===== config.mk =====
export PLATFORM = sky130hd
export DESIGN_NAME = pc_ctrl_flat
export DESIGN_NICKNAME = d
export VERILOG_FILES = /design/src/rtl/pc_pkg.sv /design/src/rtl/pc_if.sv /design/src/rtl/pc_ctx_bank.sv /design/src/rtl/pc_ctrl.sv /design/src/flat_wrapper.sv
export SDC_FILE = /design/constraint.sdc
export NUM_CORES = 1
export LEC_CHECK = 0
export BUFFER_PORTS_ARGS = -buffer_cell sky130_fd_sc_hd__buf_2
export CAP_MARGIN = 20
export CELL_PAD_IN_SITES_DETAIL_PLACEMENT = 1
export CELL_PAD_IN_SITES_GLOBAL_PLACEMENT = 1
export CORE_MARGIN = 2
export CORE_UTILIZATION = 35
export DETAILED_ROUTE_END_ITERATION = 10
export GPL_TIMING_DRIVEN = 1
export PLACE_DENSITY_LB_ADDON = 0.08
export SKIP_CTS_REPAIR_TIMING = 1
export SYNTH_ARGS = -nofsm -noshare
export SYNTH_HDL_FRONTEND = slang
export SYNTH_SLANG_ARGS = --single-unit

===== constraint.sdc =====
create_clock -name i_clk -period 6.4 [get_ports i_clk]
set_clock_uncertainty 0.2 [all_clocks]
set_input_delay 0.96 -clock i_clk [delete_from_list [all_inputs] [get_ports i_clk]]
set_output_delay 0.96 -clock i_clk [all_outputs]
set_load 0.02 [all_outputs]

===== src/rtl/pc_pkg.sv =====
// pc_pkg: shared definitions for the fetch-stage program-counter controller.
//   pc_state_t  : FSM state encoding (run / single-step / halted)
//   INSTR_BYTES : instruction size in bytes, used for the PC+4 / PC+8 adders
//   ALIGN_MASK  : low PC bits that must be zero for a word-aligned target
//   ctx_width() : index width for a given context count (never below 1)
package pc_pkg;

    typedef enum logic [1:0] {
        ST_RUN    = 2'd0,
        ST_STEP   = 2'd1,
        ST_HALTED = 2'd2
    } pc_state_t;

    localparam int         INSTR_BYTES = 4;
    localparam logic [1:0] ALIGN_MASK  = 2'b11;

    function automatic int ctx_width(input int n_ctx);
        return (n_ctx > 1) ? $clog2(n_ctx) : 1;
    endfunction

endpackage


===== src/rtl/pc_if.sv =====
// pc_if: signal bundle between the next-PC / debug side (master) and the
// PC controller (slave).
//   master drives : i_mode, i_step, i_pc_write, i_NPC, i_halt, i_resume
//   slave drives  : o_pc, o_pc_4, o_pc_8, o_ctx, o_halted, o_misaligned,
//                   o_committed
interface pc_if #(
    parameter int NBITS = 32,
    parameter int N_CTX = 1
);
    import pc_pkg::*;

    localparam int CTXW = ctx_width(N_CTX);

    logic             i_mode;
    logic             i_step;
    logic             i_pc_write;
    logic [NBITS-1:0] i_NPC;
    logic             i_halt;
    logic             i_resume;
    logic [NBITS-1:0] o_pc;
    logic [NBITS-1:0] o_pc_4;
    logic [NBITS-1:0] o_pc_8;
    logic [CTXW-1:0]  o_ctx;
    logic             o_halted;
    logic             o_misaligned;
    logic             o_committed;

    modport master (
        output i_mode, i_step, i_pc_write, i_NPC, i_halt, i_resume,
        input  o_pc, o_pc_4, o_pc_8, o_ctx, o_halted, o_misaligned, o_committed
    );

    modport slave (
        input  i_mode, i_step, i_pc_write, i_NPC, i_halt, i_resume,
        output o_pc, o_pc_4, o_pc_8, o_ctx, o_halted, o_misaligned, o_committed
    );

endinterface


===== src/rtl/pc_ctx_bank.sv =====
// pc_ctx_bank: one PC register per hardware context.
//   clk, rst_n        : clock, async active-low reset (all entries -> RESET_VECTOR)
//   wr_en/idx/data    : single write port
//   rd_idx / rd_data  : single combinational read port
module pc_ctx_bank #(
    parameter int               NBITS        = 32,
    parameter int               N_CTX        = 1,
    parameter int               CTXW         = 1,
    parameter logic [NBITS-1:0] RESET_VECTOR = '0
) (
    input  logic             clk,
    input  logic             rst_n,
    input  logic             wr_en,
    input  logic [CTXW-1:0]  wr_idx,
    input  logic [NBITS-1:0] wr_data,
    input  logic [CTXW-1:0]  rd_idx,
    output logic [NBITS-1:0] rd_data
);

    logic [NBITS-1:0] regs [N_CTX];

    // Index compare loops keep a single-entry bank free of a zero-width index.
    always_ff @(posedge clk or negedge rst_n) begin
        if (!rst_n) begin
            for (int i = 0; i < N_CTX; i++) regs[i] <= RESET_VECTOR;
        end else if (wr_en) begin
            for (int i = 0; i < N_CTX; i++) begin
                if (wr_idx == CTXW'(i)) regs[i] <= wr_data;
            end
        end
    end

    always_comb begin
        rd_data = regs[0];
        for (int i = 1; i < N_CTX; i++) begin
            if (rd_idx == CTXW'(i)) rd_data = regs[i];
        end
    end

endmodule


===== src/rtl/pc_ctrl.sv =====
// pc_ctrl: multi-context program-counter controller with run/step/halt FSM.
//   i_clk, i_reset : clock, async active-low reset
//   bus (slave)    : next-PC, stall, step/halt/resume controls in; active PC,
//                    PC+4, PC+8, context index and status flags out
//
//   state     | meaning
//   ----------+--------------------------------------------------------------
//   ST_RUN    | advance whenever i_pc_write=1
//   ST_STEP   | advance once per i_step rising edge (one edge may be pending)
//   ST_HALTED | frozen until i_resume; entered on i_halt or misaligned target
module pc_ctrl
    import pc_pkg::*;
#(
    parameter int               NBITS        = 32,
    parameter logic [NBITS-1:0] RESET_VECTOR = '0,
    parameter int               N_CTX        = 1
) (
    input logic  i_clk,
    input logic  i_reset,
    pc_if.slave  bus
);

    localparam int CTXW = ctx_width(N_CTX);

    pc_state_t        state, state_nxt;
    logic             step_q;
    logic             pending_q, pending_nxt;
    logic [CTXW-1:0]  ctx_q, ctx_nxt;
    logic             mis_q, mis_nxt;
    logic             comm_q, comm_nxt;
    logic             wr_en;
    logic             advance;
    logic             step_edge;
    logic [NBITS-1:0] pc_cur;

    assign step_edge = bus.i_step & ~step_q;

    pc_ctx_bank #(
        .NBITS        (NBITS),
        .N_CTX        (N_CTX),
        .CTXW         (CTXW),
        .RESET_VECTOR (RESET_VECTOR)
    ) u_bank (
        .clk     (i_clk),
        .rst_n   (i_reset),
        .wr_en   (wr_en),
        .wr_idx  (ctx_q),
        .wr_data (bus.i_NPC),
        .rd_idx  (ctx_q),
        .rd_data (pc_cur)
    );

    always_ff @(posedge i_clk or negedge i_reset) begin
        if (!i_reset) begin
            state     <= ST_RUN;
            step_q    <= 1'b0;
            pending_q <= 1'b0;
            ctx_q     <= '0;
            mis_q     <= 1'b0;
            comm_q    <= 1'b0;
        end else begin
            state     <= state_nxt;
            step_q    <= bus.i_step;
            pending_q <= pending_nxt;
            ctx_q     <= ctx_nxt;
            mis_q     <= mis_nxt;
            comm_q    <= comm_nxt;
        end
    end

    always_comb begin
        state_nxt   = state;
        pending_nxt = pending_q;
        ctx_nxt     = ctx_q;
        mis_nxt     = mis_q;
        comm_nxt    = 1'b0;
        wr_en       = 1'b0;
        advance     = 1'b0;

        case (state)
            ST_RUN: begin
                advance     = bus.i_pc_write;
                pending_nxt = 1'b0;
                state_nxt   = bus.i_mode ? ST_STEP : ST_RUN;
            end
            ST_STEP: begin
                // A stalled edge is remembered; extra edges while one is
                // already waiting collapse into it.
                advance = bus.i_pc_write & (step_edge | pending_q);
                if (advance)        pending_nxt = 1'b0;
                else if (step_edge) pending_nxt = 1'b1;
                state_nxt = bus.i_mode ? ST_STEP : ST_RUN;
            end
            ST_HALTED: begin
                pending_nxt = 1'b0;
                if (bus.i_resume) begin
                    mis_nxt   = 1'b0;
                    state_nxt = bus.i_mode ? ST_STEP : ST_RUN;
                end
            end
            default: state_nxt = ST_RUN;
        endcase

        if (advance) begin
            if (bus.i_halt) begin
                state_nxt   = ST_HALTED;
                pending_nxt = 1'b0;
            end else if ((bus.i_NPC[1:0] & ALIGN_MASK) != 2'b00) begin
                mis_nxt     = 1'b1;
                state_nxt   = ST_HALTED;
                pending_nxt = 1'b0;
            end else begin
                wr_en    = 1'b1;
                comm_nxt = 1'b1;
                ctx_nxt  = (ctx_q == CTXW'(N_CTX - 1)) ? '0 : ctx_q + 1'b1;
            end
        end
    end

    assign bus.o_pc         = pc_cur;
    assign bus.o_pc_4       = pc_cur + NBITS'(INSTR_BYTES);
    assign bus.o_pc_8       = pc_cur + NBITS'(2 * INSTR_BYTES);
    assign bus.o_ctx        = ctx_q;
    assign bus.o_halted     = (state == ST_HALTED);
    assign bus.o_misaligned = mis_q;
    assign bus.o_committed  = comm_q;

endmodule


===== src/flat_wrapper.sv =====
// flat-port wrapper written by rule: the top's interface ports become plain ports
module pc_ctrl_flat import pc_pkg::*;
#(
    parameter int               NBITS        = 32,
    parameter logic [NBITS-1:0] RESET_VECTOR = '0,
    parameter int               N_CTX        = 1
)
  (i_clk, i_reset, bus_i_mode, bus_i_step, bus_i_pc_write, bus_i_NPC, bus_i_halt, bus_i_resume, bus_o_pc, bus_o_pc_4, bus_o_pc_8, bus_o_ctx, bus_o_halted, bus_o_misaligned, bus_o_committed);
  pc_if #(.NBITS(NBITS), .N_CTX(N_CTX)) bus_i ();
  input logic i_clk;
  input logic i_reset;
  input wire logic [$bits(bus_i.i_mode)-1:0] bus_i_mode;
  input wire logic [$bits(bus_i.i_step)-1:0] bus_i_step;
  input wire logic [$bits(bus_i.i_pc_write)-1:0] bus_i_pc_write;
  input wire logic [$bits(bus_i.i_NPC)-1:0] bus_i_NPC;
  input wire logic [$bits(bus_i.i_halt)-1:0] bus_i_halt;
  input wire logic [$bits(bus_i.i_resume)-1:0] bus_i_resume;
  output wire logic [$bits(bus_i.o_pc)-1:0] bus_o_pc;
  output wire logic [$bits(bus_i.o_pc_4)-1:0] bus_o_pc_4;
  output wire logic [$bits(bus_i.o_pc_8)-1:0] bus_o_pc_8;
  output wire logic [$bits(bus_i.o_ctx)-1:0] bus_o_ctx;
  output wire logic [$bits(bus_i.o_halted)-1:0] bus_o_halted;
  output wire logic [$bits(bus_i.o_misaligned)-1:0] bus_o_misaligned;
  output wire logic [$bits(bus_i.o_committed)-1:0] bus_o_committed;
  assign bus_i.i_mode = bus_i_mode;
  assign bus_i.i_step = bus_i_step;
  assign bus_i.i_pc_write = bus_i_pc_write;
  assign bus_i.i_NPC = bus_i_NPC;
  assign bus_i.i_halt = bus_i_halt;
  assign bus_i.i_resume = bus_i_resume;
  assign bus_o_pc = bus_i.o_pc;
  assign bus_o_pc_4 = bus_i.o_pc_4;
  assign bus_o_pc_8 = bus_i.o_pc_8;
  assign bus_o_ctx = bus_i.o_ctx;
  assign bus_o_halted = bus_i.o_halted;
  assign bus_o_misaligned = bus_i.o_misaligned;
  assign bus_o_committed = bus_i.o_committed;
  pc_ctrl #(.NBITS(NBITS), .RESET_VECTOR(RESET_VECTOR), .N_CTX(N_CTX)) u_core (.i_clk(i_clk), .i_reset(i_reset), .bus(bus_i));
endmodule

==> results_dict.tcl <==
set metrics [dict create \
    ys.flop_type "dfrtp_1" \
    syn_area_mm2 0.00257 \
    avgSynthCellArea_um2 9.92 \
    swShare_pct 50.7 \
    dpl.hpwl_um 5700 \
    clk_latency_ns 0.28 \
    die_area_mm2 0.00804 \
    timing.setup.tns_ns 0 \
    syn_to_final_growth_pct 28.9 \
    power.density_mw_per_mm2 456 \
    p_leak_nw 1.65 \
    p_sw_mw 0.766 \
    io_pins 139 \
    rows 31 \
    regArea_um2 951 \
    fin_area_mm2 0.00331 \
    top_usage_layer "met2" \
    drive_gt1_share_pct 47.4 \
    start_kind "flop" \
    crit_path_end_kind "primary output" \
    drt_iter0_markers 36 \
    fin_util_pct 46.2 \
    crit_type "reg2out" \
    crit_arrival_ns 2.72 \
    cts_tree "done" \
    overflow 0 \
    finalCritPeriodShare_pct 60.6 \
    wl_um 7340 \
    grtUsageTotal_pct 18.1 \
    finalSetupViolCount 0 \
    die_y_um 89.7 \
    grt_util_met1_pct 23.0 \
    drt_pass1_iterations 3 \
    min_period_ns 3.88 \
    synth.most_common_cell "dfrtp_1" \
    holdWs_ns 0.303 \
    antenna_found_initial 0 \
    ys_seq_area_share_pct 37.0 \
    cp.required_ns 5.24 \
    start_util_pct 35.8 \
    drc_errors 0 \
    clkPwrFrac_pct 13.4 \
    h-tree-depth 2 \
    diodes 0 \
    n_fill_cell 888 \
    vias 2307 \
    fin_nets 418 \
    synth_top_area_share_pct 37.0 \
    syn-num-nets 300 \
    rsz0062_at_grt "no" \
    synth_cell_type_count 34 \
    use_met2_pct 32.1 \
    run_status "finished, final reports clean" \
    clock_sinks 38 \
    grt_pass1_wl_um 11300 \
    grt_pass1_vias 2224 \
    hold_viol 0 \
    grt_start_max_net_pins 39 \
    max_cap_viol_count 0 \
    place_area_mm2 0.00321 \
    ys_warn_count 0 \
    viasPerCell 4.84 \
    hold_class "reg2reg" \
    combPwrFrac_pct 53.7 \
    synth_edf_count 0 \
    port_buffers 137 \
    drv_slew 0 \
    pwr-share-seq_pct 33.0 \
    fmax_mhz 258 \
    ir_drop_mv 0.203 \
    crit_fanout 10 \
    synth_largest_area_cell "dfrtp_1" \
    wl_per_cell_um 15.4 \
    ys_async_sr_fraction_pct 100 \
    max_slew.worst_pin.slew_ns 0.930 \
    die_width_um 89.7 \
    synth_seq_cells 38 \
    multi_input_area_mm2 0.00142 \
    clk_transition_reported_paths_ns 0.07 \
    p_int_mw 0.744 \
    slew_headroom_pct 37.5 \
    synthCells 259 \
    clockBufferDepth 2 \
    grt_use_met3_pct 3.20 \
    cts_root_buf "clkbuf_8" \
    synthTopCellsByArea "dfrtp_1 (37%), mux2_2 (13%), xnor2_1 (9.5%), xor2_1 (9.2%), nand4_1 (3.7%)" \
    postRouteAntennaNets 0 \
    synthTopCellsByCount "dfrtp_1 (38), mux2_2 (30), xnor2_1 (28)" \
    fp.coreArea_mm2 0.00718 \
    numCtsBuffers 5 \
    gp_congestion 0.729 \
]
registers in the layout, indices dropped and copies added (netlist names):
register and cells:
u_core.bus.o_misaligned 1, u_core.bus.o_committed 1, u_core.pending_q 1, u_core.step_q 1, u_core.state 2, u_core.u_bank.rd_data 32
cells by family after synthesis:
logic type,after synthesis,synth area share (%)
other cells,1,0.146
flops,38,37.0
buf+inv,32,7.69
fa+ha+maj,2,0.974
xor+xnor,55,18.7
mux,30,13.1
simple gates,95,20.4
compound gates,6,1.95
worst max-delay path, cell delays in order, from the launching register on:
cell and delay (ns):
dfrtp_1 0.43, ha_1 0.25, nand3_1 0.25, nor4_2 0.90, nand4_1 0.22, xnor2_1 0.19, buf_2 0.19
metrics by stage:
step	power, mW	std cells	setup slack (ns)
2_1_floorplan	1.04	259	2.99
3_3_place_gp	1.32	469	2.93
3_5_place_dp	1.33	469	2.79
4_1_cts	1.53	477	2.47
5_1_grt	1.61	477	2.20
6_report	1.51	477	2.52
power by group through the flow:
stage / clock, mW / sequential (mW) / combinational, mW
after floorplan: 0 / 0.507 / 0.535
after global placement: 0 / 0.501 / 0.816
after detailed placement: 0 / 0.505 / 0.822
after CTS: 0.209 / 0.501 / 0.824
after global routing: 0.219 / 0.522 / 0.873
final: 0.202 / 0.498 / 0.811
cells in the final DEF (no fill, tap or decap), drive strengths merged:
cell type | netlist | routed
xnor2 | 28 | 28
and4 | 2 | 2
dfrtp | 38 | 38
nor4 | 8 | 8
ha | 2 | 2
inv | 6 | 6
xor2 | 27 | 27
mux2 | 30 | 30
o2bb2ai | 1 | 1
and3 | 2 | 2
nand2b | 3 | 3
or4 | 1 | 1
nand2 | 19 | 19
o21ai | 1 | 1
nor3 | 11 | 11
nand3b | 2 | 2
a31o | 1 | 1
nor2b | 1 | 1
o31ai | 1 | 1
nor4b | 2 | 2
clkbuf | 10 | 7
o211a | 2 | 2
nor2 | 14 | 14
nand4 | 16 | 16
bufinv | 0 | 1
and2 | 2 | 2
nand3 | 12 | 12
buf | 16 | 137
conb | 1 | 1
layout make-up:
class	count	share of cell area (%)
multi-input cells	189	43.0
flip-flops and latches	38	28.7
repair buffers	137	20.7
well taps	99	3.74
clock buffers	7	2.30
clock inverters	1	0.906
inverters	6	0.680
per-layer routing:
metal	vias to the layer above	part of all wire, %
li1	1115	-
met3	4	6.1
met4	0	0.71
met5	-	0
met1	1114	42
met2	74	51
final timing paths:
path | startpoint | to | slack [ns] | depth (start not counted)
max in group asynchronous | i_reset | u_core.u_bank.rd_data[8] | 4.84 | 1
setup / recovery | u_core.u_bank.rd_data[3] | bus_o_pc_4[19] | 2.52 | 6
min in group asynchronous | i_reset | u_core.u_bank.rd_data[20] | 0.58 | 1
setup reg to reg | u_core.state[1] | u_core.u_bank.rd_data[14] | 4.18 | 4
hold reg to reg | u_core.bus.o_misaligned | u_core.bus.o_misaligned | 0.30 | 2
hold / removal | u_core.bus.o_misaligned | u_core.bus.o_misaligned | 0.30 | 2
Note: power is estimated with default switching activity, not from simulation.
